File: config.mk
export PLATFORM = sky130hd
export DESIGN_NAME = keccak_rc_gen
export DESIGN_NICKNAME = d
export VERILOG_FILES = /design/src/rtl/keccak_rc_gen.sv
export SDC_FILE = /design/constraint.sdc
export NUM_CORES = 1
export LEC_CHECK = 0
export BUFFER_PORTS_ARGS = -buffer_cell sky130_fd_sc_hd__buf_2
export CORE_UTILIZATION = 35
export DETAILED_ROUTE_END_ITERATION = 10
export PLACE_DENSITY_LB_ADDON = 0.05
export SLEW_MARGIN = 20
export SYNTH_ARGS = -nofsm -noshare
export SYNTH_HDL_FRONTEND = slang
export SYNTH_SLANG_ARGS = --single-unit
File: constraint.sdc
create_clock -name clk -period 4.3 [get_ports clk]
set_clock_uncertainty 0.15 [all_clocks]
set_input_delay 0.215 -clock clk [delete_from_list [all_inputs] [get_ports clk]]
set_output_delay 0.215 -clock clk [all_outputs]
set_load 0.01 [all_outputs]
File: src/rtl/keccak_rc_gen.sv
// Keccak-p round-constant generator: an 8-bit LFSR is unrolled 7*RPC steps per beat
// and streamed to the consumer with a valid/ready handshake.
module keccak_rc_gen #(
    parameter int LANE_WIDTH = 64,
    parameter int N_ROUNDS   = 12 + 2 * $clog2(LANE_WIDTH),
    parameter int RPC        = 1
) (
    input  logic                      clk,
    input  logic                      resetn,
    input  logic                      start,
    input  logic                      const_ready,
    output logic                      const_valid,
    output logic [LANE_WIDTH*RPC-1:0] const_out,
    output logic [4:0]                round_idx,
    output logic                      const_last,
    output logic                      busy,
    output logic                      done
);

    localparam int L          = $clog2(LANE_WIDTH);
    localparam int MAX_ROUNDS = 12 + 2 * L;
    localparam int FIRST      = MAX_ROUNDS - N_ROUNDS;
    localparam int LAST       = MAX_ROUNDS - 1;

    localparam logic [4:0] FIRST_IDX    = 5'(FIRST);
    localparam logic [4:0] LAST_BEAT_IDX = 5'(LAST - RPC + 1);
    localparam logic [4:0] IDX_STEP     = 5'(RPC);

    function automatic logic [7:0] lfsr_step(input logic [7:0] r);
        logic [7:0] n;
        n    = {r[6:0], r[7]};
        n[4] = r[3] ^ r[7];
        n[5] = r[4] ^ r[7];
        n[6] = r[5] ^ r[7];
        return n;
    endfunction

    // State at round FIRST, so shortened round counts start mid-stream.
    function automatic logic [7:0] seed_calc();
        logic [7:0] r;
        r = 8'h01;
        for (int i = 0; i < 7 * FIRST; i++) begin
            r = lfsr_step(r);
        end
        return r;
    endfunction

    localparam logic [7:0] SEED = seed_calc();

    typedef enum logic {
        IDLE = 1'b0,
        RUN  = 1'b1
    } state_t;

    state_t                    state_q, state_d;
    logic [7:0]                lfsr_q, lfsr_d;
    logic [4:0]                idx_q, idx_d;
    logic                      done_q, done_d;

    logic [7:0]                lfsr_walk;
    logic [LANE_WIDTH*RPC-1:0] rc_all;
    logic                      last_beat;

    always_comb begin
        lfsr_walk = lfsr_q;
        rc_all    = '0;
        for (int k = 0; k < RPC; k++) begin
            for (int j = 0; j < 7; j++) begin
                if (j <= L) begin
                    rc_all[k * LANE_WIDTH + (1 << j) - 1] = lfsr_walk[0];
                end
                lfsr_walk = lfsr_step(lfsr_walk);
            end
        end
    end

    assign last_beat = (state_q == RUN) && (idx_q == LAST_BEAT_IDX);

    always_comb begin
        state_d = state_q;
        lfsr_d  = lfsr_q;
        idx_d   = idx_q;
        done_d  = 1'b0;
        case (state_q)
            IDLE: begin
                if (start) begin
                    state_d = RUN;
                    lfsr_d  = SEED;
                    idx_d   = FIRST_IDX;
                end
            end
            RUN: begin
                // A restart wins over completion: the beat in flight is dropped silently.
                if (start) begin
                    lfsr_d = SEED;
                    idx_d  = FIRST_IDX;
                end else if (const_ready) begin
                    if (last_beat) begin
                        state_d = IDLE;
                        lfsr_d  = SEED;
                        idx_d   = '0;
                        done_d  = 1'b1;
                    end else begin
                        lfsr_d = lfsr_walk;
                        idx_d  = idx_q + IDX_STEP;
                    end
                end
            end
            default: state_d = IDLE;
        endcase
    end

    always_ff @(posedge clk or negedge resetn) begin
        if (!resetn) begin
            state_q <= IDLE;
            lfsr_q  <= SEED;
            idx_q   <= '0;
            done_q  <= 1'b0;
        end else begin
            state_q <= state_d;
            lfsr_q  <= lfsr_d;
            idx_q   <= idx_d;
            done_q  <= done_d;
        end
    end

    assign busy        = (state_q == RUN);
    assign const_valid = busy;
    assign const_out   = busy ? rc_all : '0;
    assign round_idx   = idx_q;
    assign const_last  = last_beat;
    assign done        = done_q;

endmodule
==> flow_summary.yaml, run 1 <==
critical_path:
  crit_family: "simple AND/OR/NAND/NOR gates"
  worstSetupStartpoint: "busy"
  r2r_slack_ns: 2.25
  endpoint: "lfsr_q[7]"
  cp_data_required_time_ns: 4.32
  timing.rr.start: "busy"
  cpPeakStageDelay_ns: 0.63
  worstSetupPathDepth: 3
  crit_type: "reg2reg"
  startpoint_type: "flip-flop"
  endpoint_kind: "flip-flop"
  critPathArrivalTime_ns: 2.07
  reg2regPathDepth: 3
  cp_max_fo: 17
  crit_buf_inv: 0
  cp_slowest_cell: "dfrtp_1"
  rr_endpoint: "lfsr_q[7]"
  path_cells: "nand2_1 > or4_1 > a31oi_1"
cts:
  cts_buffer_depth: 2
  post_cts_buffers: 0
  clkSinkCount: 15
  cts.clk_slew.worst_paths_ns: 0.06
  htreeDepth: 1
  cts-root-buf: "clkbuf_8"
  clk_latency_ns: 0.25
  cts-resized-gates: 0
  cts_tree: "yes"
  numCtsBuffers: 3
global_route:
  grt_overflow: 0
  grt_max_degree: 18
  antenna_found_initial: 0
  grt_pass1_wl_um: 3820
  grt_pass1_vias: 737
  grt_usage_pct: 12.5
final_layout:
  nNetsFinal: 178
  multi_input_area_um2: 707
  drive_above_1_share_pct: 15.1
  seqCellArea_um2: 377
  n_fill_cell: 388
  area_growth_pct: -3.26
  fin_area_um2: 1300
  num_antenna_cells: 0
  final_util_pct: 35.5
logic_synthesis:
  synth_top_cell_area_share_pct: 32.4
  synth_edf_count: 0
  netlist_top_cells_area: "buf_4, dfrtp_1, xnor2_1, and2_1, nand2_1"
  synth_top_area_cell: "buf_4"
  netlist_area_um2: 1350
  synth_ff_type: "dfrtp_1"
  synth_cell_types: 28
  postSynthCellCount: 157
  synthTopCellsByCount: "buf_4, dfrtp_1, nand2_1"
  ys_warn_count: 0
  ys_ff_latch: 15
  synth.avg_cell_area_um2: 8.57
  yosysSeqAreaShare_pct: 28.0
  synth_most_common_cell: "buf_4"
  async_flop_share_pct: 100
sta:
  finalSetupViolCount: 0
  final.setup.worst_slack_ns: 2.25
  finalCriticalPeriod_ns: 2.05
  relSlewSlack_pct: 65.6
  tightest_slew_ns: 0.515
  finalHoldViolCount: 0
  rsz0062_at_grt: "false"
  period_share_pct: 47.8
  tns_ns: 0
  slew_viol_final: 0
  fmax_ghz: 0.487
placed_design:
  dp_hpwl_um: 1730
  place_area_um2: 1250
  numPortBuffers: 19
  dp_slack_ns: 2.26
  finalWeightedCongestion: 0.757
drt:
  topRoutingLayerUsed: "met4"
  first_pass_iters: 4
  finalWirelength_um: 2330
  vias: 874
  drt_iter0_drc: 30
  ant_nets: 0
  wire_per_inst_um: 10.6
  drc: 0
  wl_met1_um: 1050
  wl_met3_um: 112
  routed_via_density: 3.97
  wl_met2_um: 1130
power_and_ir_drop:
  power.switching_mw: 0.293
  clkPwrFrac_pct: 15.9
  combPwrFrac_pct: 52.1
  irDropWorstVdd_v: 0.000116
  leakage_nw: 0.663
  finalPower_mw: 0.724
  p_seq_share_pct: 32.0
  p_per_area_nw_per_um2: 556
  netSwitchingFraction_pct: 40.5
  power.internal_mw: 0.431
die:
  die_h_um: 64.0
  io_pins: 77
  start_util_pct: 36.7
  rows: 22
  die_area_um2: 4090
  die_x_um: 64.0
  coreArea_um2: 3660
flow_run:
  max_cap_violations: 0
min_path:
  min_path_type: "in2reg"
outcome:
  status: "finished, final reports clean"
per-layer routing:
metal	up-vias	global-route usage, %
li1	426	-
met1	401	16.7
met2	45	19.7
met3	2	1.61
met4	0	5.97
met5	-	0
stage by stage:
stage | std cells | hold slack [ns]
2_1_floorplan | 213 | -0.231
3_3_place_gp | 215 | -0.00241
3_5_place_dp | 215 | -0.00418
4_1_cts | 220 | 0.115
5_1_grt | 220 | 0.139
6_report | 220 | 0.118
kinds of logic (layout without fill, tap and decap cells):
logic type      Yosys count  after routing  synth area share, %
fa+ha+maj                 1              1                0.930
flops                    15             15                 28.0
other cells               1             57                0.279
xor+xnor                 17             17                 12.7
simple gates             40             40                 16.1
buf+inv                  67             26                 35.1
compound gates           16             16                 6.88
power groups by stage:
stage	clock network (mW)	logic, mW	registers [mW]
after detailed placement	0	0.379	0.234
after floorplan	0	0.370	0.193
after CTS	0.120	0.383	0.233
after global routing	0.126	0.425	0.237
after global placement	0	0.379	0.234
final	0.115	0.377	0.231
cells in the final DEF, fill, tap and decap left out, types with 3 or more instances in the layout:
cell | netlist | layout
a21oi_1 | 9 | 9
a31oi_1 | 3 | 3
and2_1 | 8 | 8
buf_2 | 2 | 19
clkbuf_8 | 0 | 3
conb_1 | 1 | 57
dfrtp_1 | 14 | 14
nand2_1 | 13 | 13
nand3_1 | 6 | 6
nand4_1 | 3 | 3
nor2_1 | 3 | 3
or4_1 | 4 | 4
xnor2_1 | 10 | 10
xor2_1 | 5 | 5
registers in the layout (all words and copies together), names as in the netlist:
signal / count
busy: 1
done: 1
lfsr_q: 8
round_idx: 5
final cells by class:
| type | instances | area share, % |
|---|---|---|
| Clock buffer | 4 | 3.46 |
| Inverter | 2 | 0.577 |
| Multi-Input combinational cell | 131 | 54.3 |
| Sequential cell | 15 | 28.9 |
| Tap cell | 48 | 4.62 |
| Timing Repair Buffer | 20 | 8.08 |
worst min-delay path by stage:
stage           startpoint           end  slack (ns)  depth (start not counted)
5_1_grt        const_ready          done        0.14                          3
3_5_place_dp        resetn  round_idx[2]      -0.004                          1
6_report       const_ready          done        0.12                          3
2_1_floorplan       resetn          busy       -0.23                          0
3_3_place_gp        resetn  round_idx[1]      -0.002                          1
4_1_cts        const_ready          done        0.11                          3
worst reg2reg max path: stages, from the launching register on:
cell	delay, ns
dfrtp_1	0.63
nand2_1	0.45
or4_1	0.59
a31oi_1	0.17
timing repair:
action	4_1_cts	5_1_grt
hold buffers	1	0
endpoints found under the setup margin	0	0
endpoints found under the hold margin	14	0
No activity file was read; power rests on OpenSTA's default activity.
==> run 2: changes to the inputs <==
==> constraint.sdc (replaced) <==
create_clock -name clk -period 2 [get_ports clk]
set_clock_uncertainty 0.15 [all_clocks]
set_input_delay 0.1 -clock clk [delete_from_list [all_inputs] [get_ports clk]]
set_output_delay 0.1 -clock clk [all_outputs]
set_load 0.01 [all_outputs]
==> flow_summary.yaml, run 2 (same netlist as run 1, synthesis figures left out) <==
die:
  die_x_um: 64.0
  coreArea_um2: 3660
  rows: 22
  io_pins: 77
  die_area_um2: 4090
  die_h_um: 64.0
  start_util_pct: 36.7
final_layout:
  nNetsFinal: 182
  layout_common_cells: "conb_1, buf_2, dfrtp_1, nand2_1, xnor2_1"
  final_util_pct: 36.6
  largest_reg_flops: 8
  area_growth_pct: -0.465
  multi_input_area_um2: 711
  seqCellArea_um2: 377
  num_antenna_cells: 0
  fin_area_um2: 1340
  layout.cells.non_filler: 224
  n_fill_cell: 371
  final_common_cell: "conb_1"
  top_register: "lfsr_q"
  drive_above_1_share_pct: 18.2
power_and_ir_drop:
  p_seq_share_pct: 31.9
  netSwitchingFraction_pct: 40.5
  clkPwrFrac_pct: 16.1
  power.internal_mw: 0.926
  irDropWorstVdd_v: 0.000354
  power.switching_mw: 0.631
  leakage_nw: 0.679
  p_per_area_nw_per_um2: 1160
  combPwrFrac_pct: 52.0
cts:
  clkSinkCount: 15
  clk_latency_ns: 0.25
  cts_tree: "yes"
  cts-root-buf: "clkbuf_8"
  cts_buffer_depth: 2
  numCtsBuffers: 3
  htreeDepth: 1
  cts.clk_slew.worst_paths_ns: 0.07
  post_cts_buffers: 0
global_route:
  grt_pass1_wl_um: 3830
  antenna_found_initial: 0
  use_met3_pct: 3.21
  grt_use_met1_pct: 16.0
  grt_max_degree: 16
  grt_usage_pct: 12.3
  grt_pass1_vias: 772
  top_usage_layer: "met2"
  gr-usage-met2_pct: 19.7
  grt_overflow: 0
placed_design:
  numPortBuffers: 19
  dpl.cell_count: 218
  finalWeightedCongestion: 0.754
  place_area_um2: 1270
  dp_hpwl_um: 1730
drt:
  finalWirelength_um: 2350
  vias: 888
  wire_per_inst_um: 10.5
  drt_iter0_drc: 15
  drc: 0
  ant_nets: 0
  routed_via_density: 3.96
  first_pass_iters: 4
critical_path:
  cp_data_required_time_ns: 2.02
  path_cells: "ha_2 > and4b_2 > nand2_4 > inv_2 > or4_1 > a31oi_1"
  cpPeakStageDelay_ns: 0.49
  rr_endpoint: "lfsr_q[6]"
  critPathArrivalTime_ns: 1.92
  crit_type: "reg2reg"
  cp_max_fo: 6
  cp_slowest_cell: "or4_1"
  reg2regPathDepth: 6
  endpoint_kind: "flip-flop"
  r2r_slack_ns: 0.10
  timing.rr.start: "round_idx[0]"
  crit_buf_inv: 1
  crit_family: "simple AND/OR/NAND/NOR gates"
  startpoint_type: "flip-flop"
sta:
  finalSetupViolCount: 0
  fmax_ghz: 0.527
  finalHoldViolCount: 0
  tns_ns: 0
  period_share_pct: 94.8
  rsz0062_at_grt: "false"
  slew_viol_final: 0
  finalCriticalPeriod_ns: 1.90
min_path:
  min_path_type: "in2reg"
  hold_end: "round_idx[0]"
  worstHoldStart: "start"
  min_path_cells: 2
outcome:
  status: "finished, final reports clean"
flow_run:
  max_cap_violations: 0
## run 2: through the flow
step / power, mW / setup slack [ns] / hold slack (ns)
finish: 1.56 / 0.103 / 0.0633
global route: 1.71 / 0.0116 / 0.0975
detailed placement: 1.31 / 0.0942 / -0.117
floorplan: 1.21 / 0.0720 / -0.346
CTS: 1.58 / 0.0709 / 0.0656
global placement: 1.32 / 0.149 / -0.110
## run 2: how the worst max path moves through the flow
stage | start | slack, ns | cells past startpoint | to
after floorplan | round_idx[0] | 0.07 | 6 | lfsr_q[4]
after global placement | round_idx[0] | 0.15 | 6 | lfsr_q[4]
after detailed placement | round_idx[0] | 0.09 | 6 | lfsr_q[7]
after CTS | round_idx[0] | 0.07 | 6 | lfsr_q[7]
after global routing | round_idx[0] | 0.01 | 6 | lfsr_q[6]
final | round_idx[0] | 0.10 | 6 | lfsr_q[6]
## run 2: worst register-to-register path, stage by stage (launching register included)
cell	delay (ns)
dfrtp_1	0.43
ha_2	0.22
and4b_2	0.24
nand2_4	0.07
inv_2	0.06
or4_1	0.49
a31oi_1	0.16
## run 2: power by group through the flow
stage          sequential [mW]  combinational [mW]  clock, mW
2_1_floorplan            0.415               0.794          0
3_3_place_gp             0.502               0.819          0
3_5_place_dp             0.503               0.812          0
4_1_cts                  0.498               0.818      0.260
5_1_grt                  0.514               0.912      0.279
6_report                 0.496               0.810      0.251
## run 2: layout make-up
| type | count | share of cell area (%) |
|---|---|---|
| tap | 48 | 4.49 |
| inverter | 2 | 0.561 |
| timing repair buffer | 24 | 10.3 |
| sequential | 15 | 28.1 |
| clock buffer | 3 | 3.08 |
| clock inverter | 1 | 0.374 |
| multi-input combinational | 131 | 53.1 |
## run 2: layer usage
metal,share of wire [%],wire length [µm]
met1,47,1100
met2,47,1110
met3,4.9,115
met4,1.1,27
met5,0,0
## run 2: repair_timing
action,CTS,global route
setup endpoints to repair,0,2
hold buffers,2,0
gates resized for setup,0,2
endpoints found under the hold margin,16,0
==> run 3: changes to the inputs <==
--- a/config.mk
+++ b/config.mk
@@ -5,6 +5,7 @@
 export SDC_FILE = /design/constraint.sdc
 export NUM_CORES = 1
 export LEC_CHECK = 0
+export ABC_AREA = 1
 export BUFFER_PORTS_ARGS = -buffer_cell sky130_fd_sc_hd__buf_2
 export CORE_UTILIZATION = 35
 export DETAILED_ROUTE_END_ITERATION = 10
==> flow_summary.yaml, run 3 <==
sta:
  holdWs_ns: 0.00800
  rsz0062_at_grt: "false"
  fmax_ghz: 0.532
  finalSetupViolCount: 0
  period_share_pct: 94.0
  tns_ns: 0
  final.setup.worst_slack_ns: 0.120
  slew_viol_final: 0
  finalCriticalPeriod_ns: 1.88
  finalHoldViolCount: 0
drt:
  vias: 994
  drc: 0
  wire_per_inst_um: 9.26
  finalWirelength_um: 2400
  routed_via_density: 3.84
  first_pass_iters: 4
  ant_nets: 0
  drt_iter0_drc: 27
logic_synthesis:
  async_flop_share_pct: 100
  synth_edf_count: 0
  synthTopCellsByCount: "buf_4, nand2_1, inv_1"
  synth_ff_type: "dfrtp_1"
  netlist_area_um2: 1350
  synth_top_area_cell: "buf_4"
  synth_top_cell_area_share_pct: 32.2
  netlist_top_cells_area: "buf_4, dfrtp_1, nand2_1, xor2_1, inv_1"
  yosysSeqAreaShare_pct: 27.8
  synth_most_common_cell: "buf_4"
  synth_cell_types: 23
  synth.avg_cell_area_um2: 7.40
  ys_warn_count: 0
  postSynthCellCount: 183
  ys_ff_latch: 15
critical_path:
  reg2regPathDepth: 8
  timing.rr.start: "round_idx[0]"
  crit_type: "reg2out"
  cp_max_fo: 5
  startpoint_type: "flip-flop"
  worstSetupStartpoint: "lfsr_q[7]"
  endpoint_kind: "output port"
  cp_slowest_cell: "dfrtp_2"
  path_cells: "inv_2 > nand2_1 > nand2_2 > nand2_2 > nand2_1 > xor2_1 > inv_1 > nor2_1 > buf_2"
  critPathArrivalTime_ns: 1.63
  cpPeakStageDelay_ns: 0.44
  cp_data_required_time_ns: 1.75
placed_design:
  finalWeightedCongestion: 0.804
  dp_hpwl_um: 1940
  dp_slack_ns: 0.328
  numPortBuffers: 19
cts:
  cts.clk_slew.worst_paths_ns: 0.07
  cts-root-buf: "clkbuf_8"
  clk_latency_ns: 0.25
  htreeDepth: 1
  clkSinkCount: 15
  cts_buffer_depth: 2
  numCtsBuffers: 3
  cts_tree: "yes"
power_and_ir_drop:
  leakage_nw: 0.855
  power.internal_mw: 0.918
  power.switching_mw: 0.905
  irDropWorstVdd_v: 0.000537
  p_seq_share_pct: 24.0
  p_per_area_nw_per_um2: 1300
  finalPower_mw: 1.82
  combPwrFrac_pct: 62.0
  netSwitchingFraction_pct: 49.6
  clkPwrFrac_pct: 14.0
final_layout:
  final_common_cell: "conb_1"
  layout_common_cells: "conb_1, nand2_1, inv_1, buf_2, dfrtp_1"
  num_antenna_cells: 0
  top_register: "lfsr_q"
  drive_above_1_share_pct: 19.4
  area_growth_pct: 3.97
  largest_reg_flops: 8
  nNetsFinal: 217
global_route:
  grt_pass1_wl_um: 3750
  grt_usage_pct: 12.1
  grt_pass1_vias: 799
  antenna_found_initial: 0
  grt_max_degree: 16
  grt_overflow: 0
min_path:
  worstHoldStart: "const_ready"
  min_path_type: "in2reg"
  min_path_cells: 4
outcome:
  status: "finished, final reports clean"
die:
  die_area_um2: 4120
  start_util_pct: 36.7
  rows: 22
  die_h_um: 64.2
  io_pins: 77
  coreArea_um2: 3690
  die_x_um: 64.2
flow_run:
  max_cap_violations: 0
[run 3: power groups by stage]
| stage | logic [mW] | clock network, mW | registers (mW) |
|---|---|---|---|
| floorplan | 0.883 | 0 | 0.429 |
| global placement | 1.08 | 0 | 0.442 |
| detailed placement | 1.08 | 0 | 0.445 |
| CTS | 1.09 | 0.264 | 0.440 |
| global route | 1.28 | 0.274 | 0.449 |
| finish | 1.13 | 0.255 | 0.438 |
[run 3: layout make-up]
class	instances	area, µm²
Clock buffer	3	41.3
Clock inverter	1	5.00
Fill cell	412	2280
Inverter	23	86.3
Multi-Input combinational cell	142	673
Sequential cell	15	379
Tap cell	48	60.1
Timing Repair Buffer	27	163
[run 3: final timing paths]
check                      slack [ns]            end
max                              0.12  const_out[63]
min in group asynchronous        0.14   round_idx[4]
min                             0.008           busy
min reg2reg                      0.37      lfsr_q[0]
max reg2reg                      0.16           done
max in group asynchronous        1.25      lfsr_q[0]
[run 3: cells by family after synthesis]
| kind of cell | count (synthesis) | synth area share, % |
|---|---|---|
| buffers and inverters | 82 | 38.9 |
| and+or+nand+nor | 62 | 19.7 |
| DFF | 15 | 27.8 |
| AOI/OAI and AO/OA | 13 | 6.56 |
| xor gates and xnor gates | 9 | 5.82 |
| adders and majority gates | 1 | 0.924 |
| other | 1 | 0.277 |
[run 3: layer usage]
| metal | vias up | part of all wire [%] | track usage [%] |
|---|---|---|---|
| met5 | - | 0 | 0 |
| li1 | 509 | - | - |
| met3 | 5 | 4.8 | 2.50 |
| met1 | 435 | 48 | 16.8 |
| met4 | 0 | 1.5 | 5.00 |
| met2 | 45 | 45 | 18.0 |
[run 3: what timing repair did]
| action | 4_1_cts | 5_1_grt |
|---|---|---|
| endpoints found under the setup margin | 0 | 1 |
| buffers inserted | 0 | 3 |
| hold buffers | 3 | 0 |
| endpoints found under the hold margin | 17 | 0 |
| gates resized for setup | 0 | 4 |
[run 3: stage by stage]
step,area (µm²),cells,utilization [%]
finish,1410,259,38.2
floorplan,1560,239,-
detailed placement,1290,249,35.1
global placement,1290,249,35.1
CTS,1370,256,37.1
global route,1410,259,38.2
[run 3: worst max-delay path, delay by kind of cell, from the launching register on]
kind                   cells  cell delay (ns)
XOR/XNOR                   1             0.21
buffers and inverters      3             0.29
flip-flops                 1             0.44
AND/OR/NAND/NOR            5             0.45
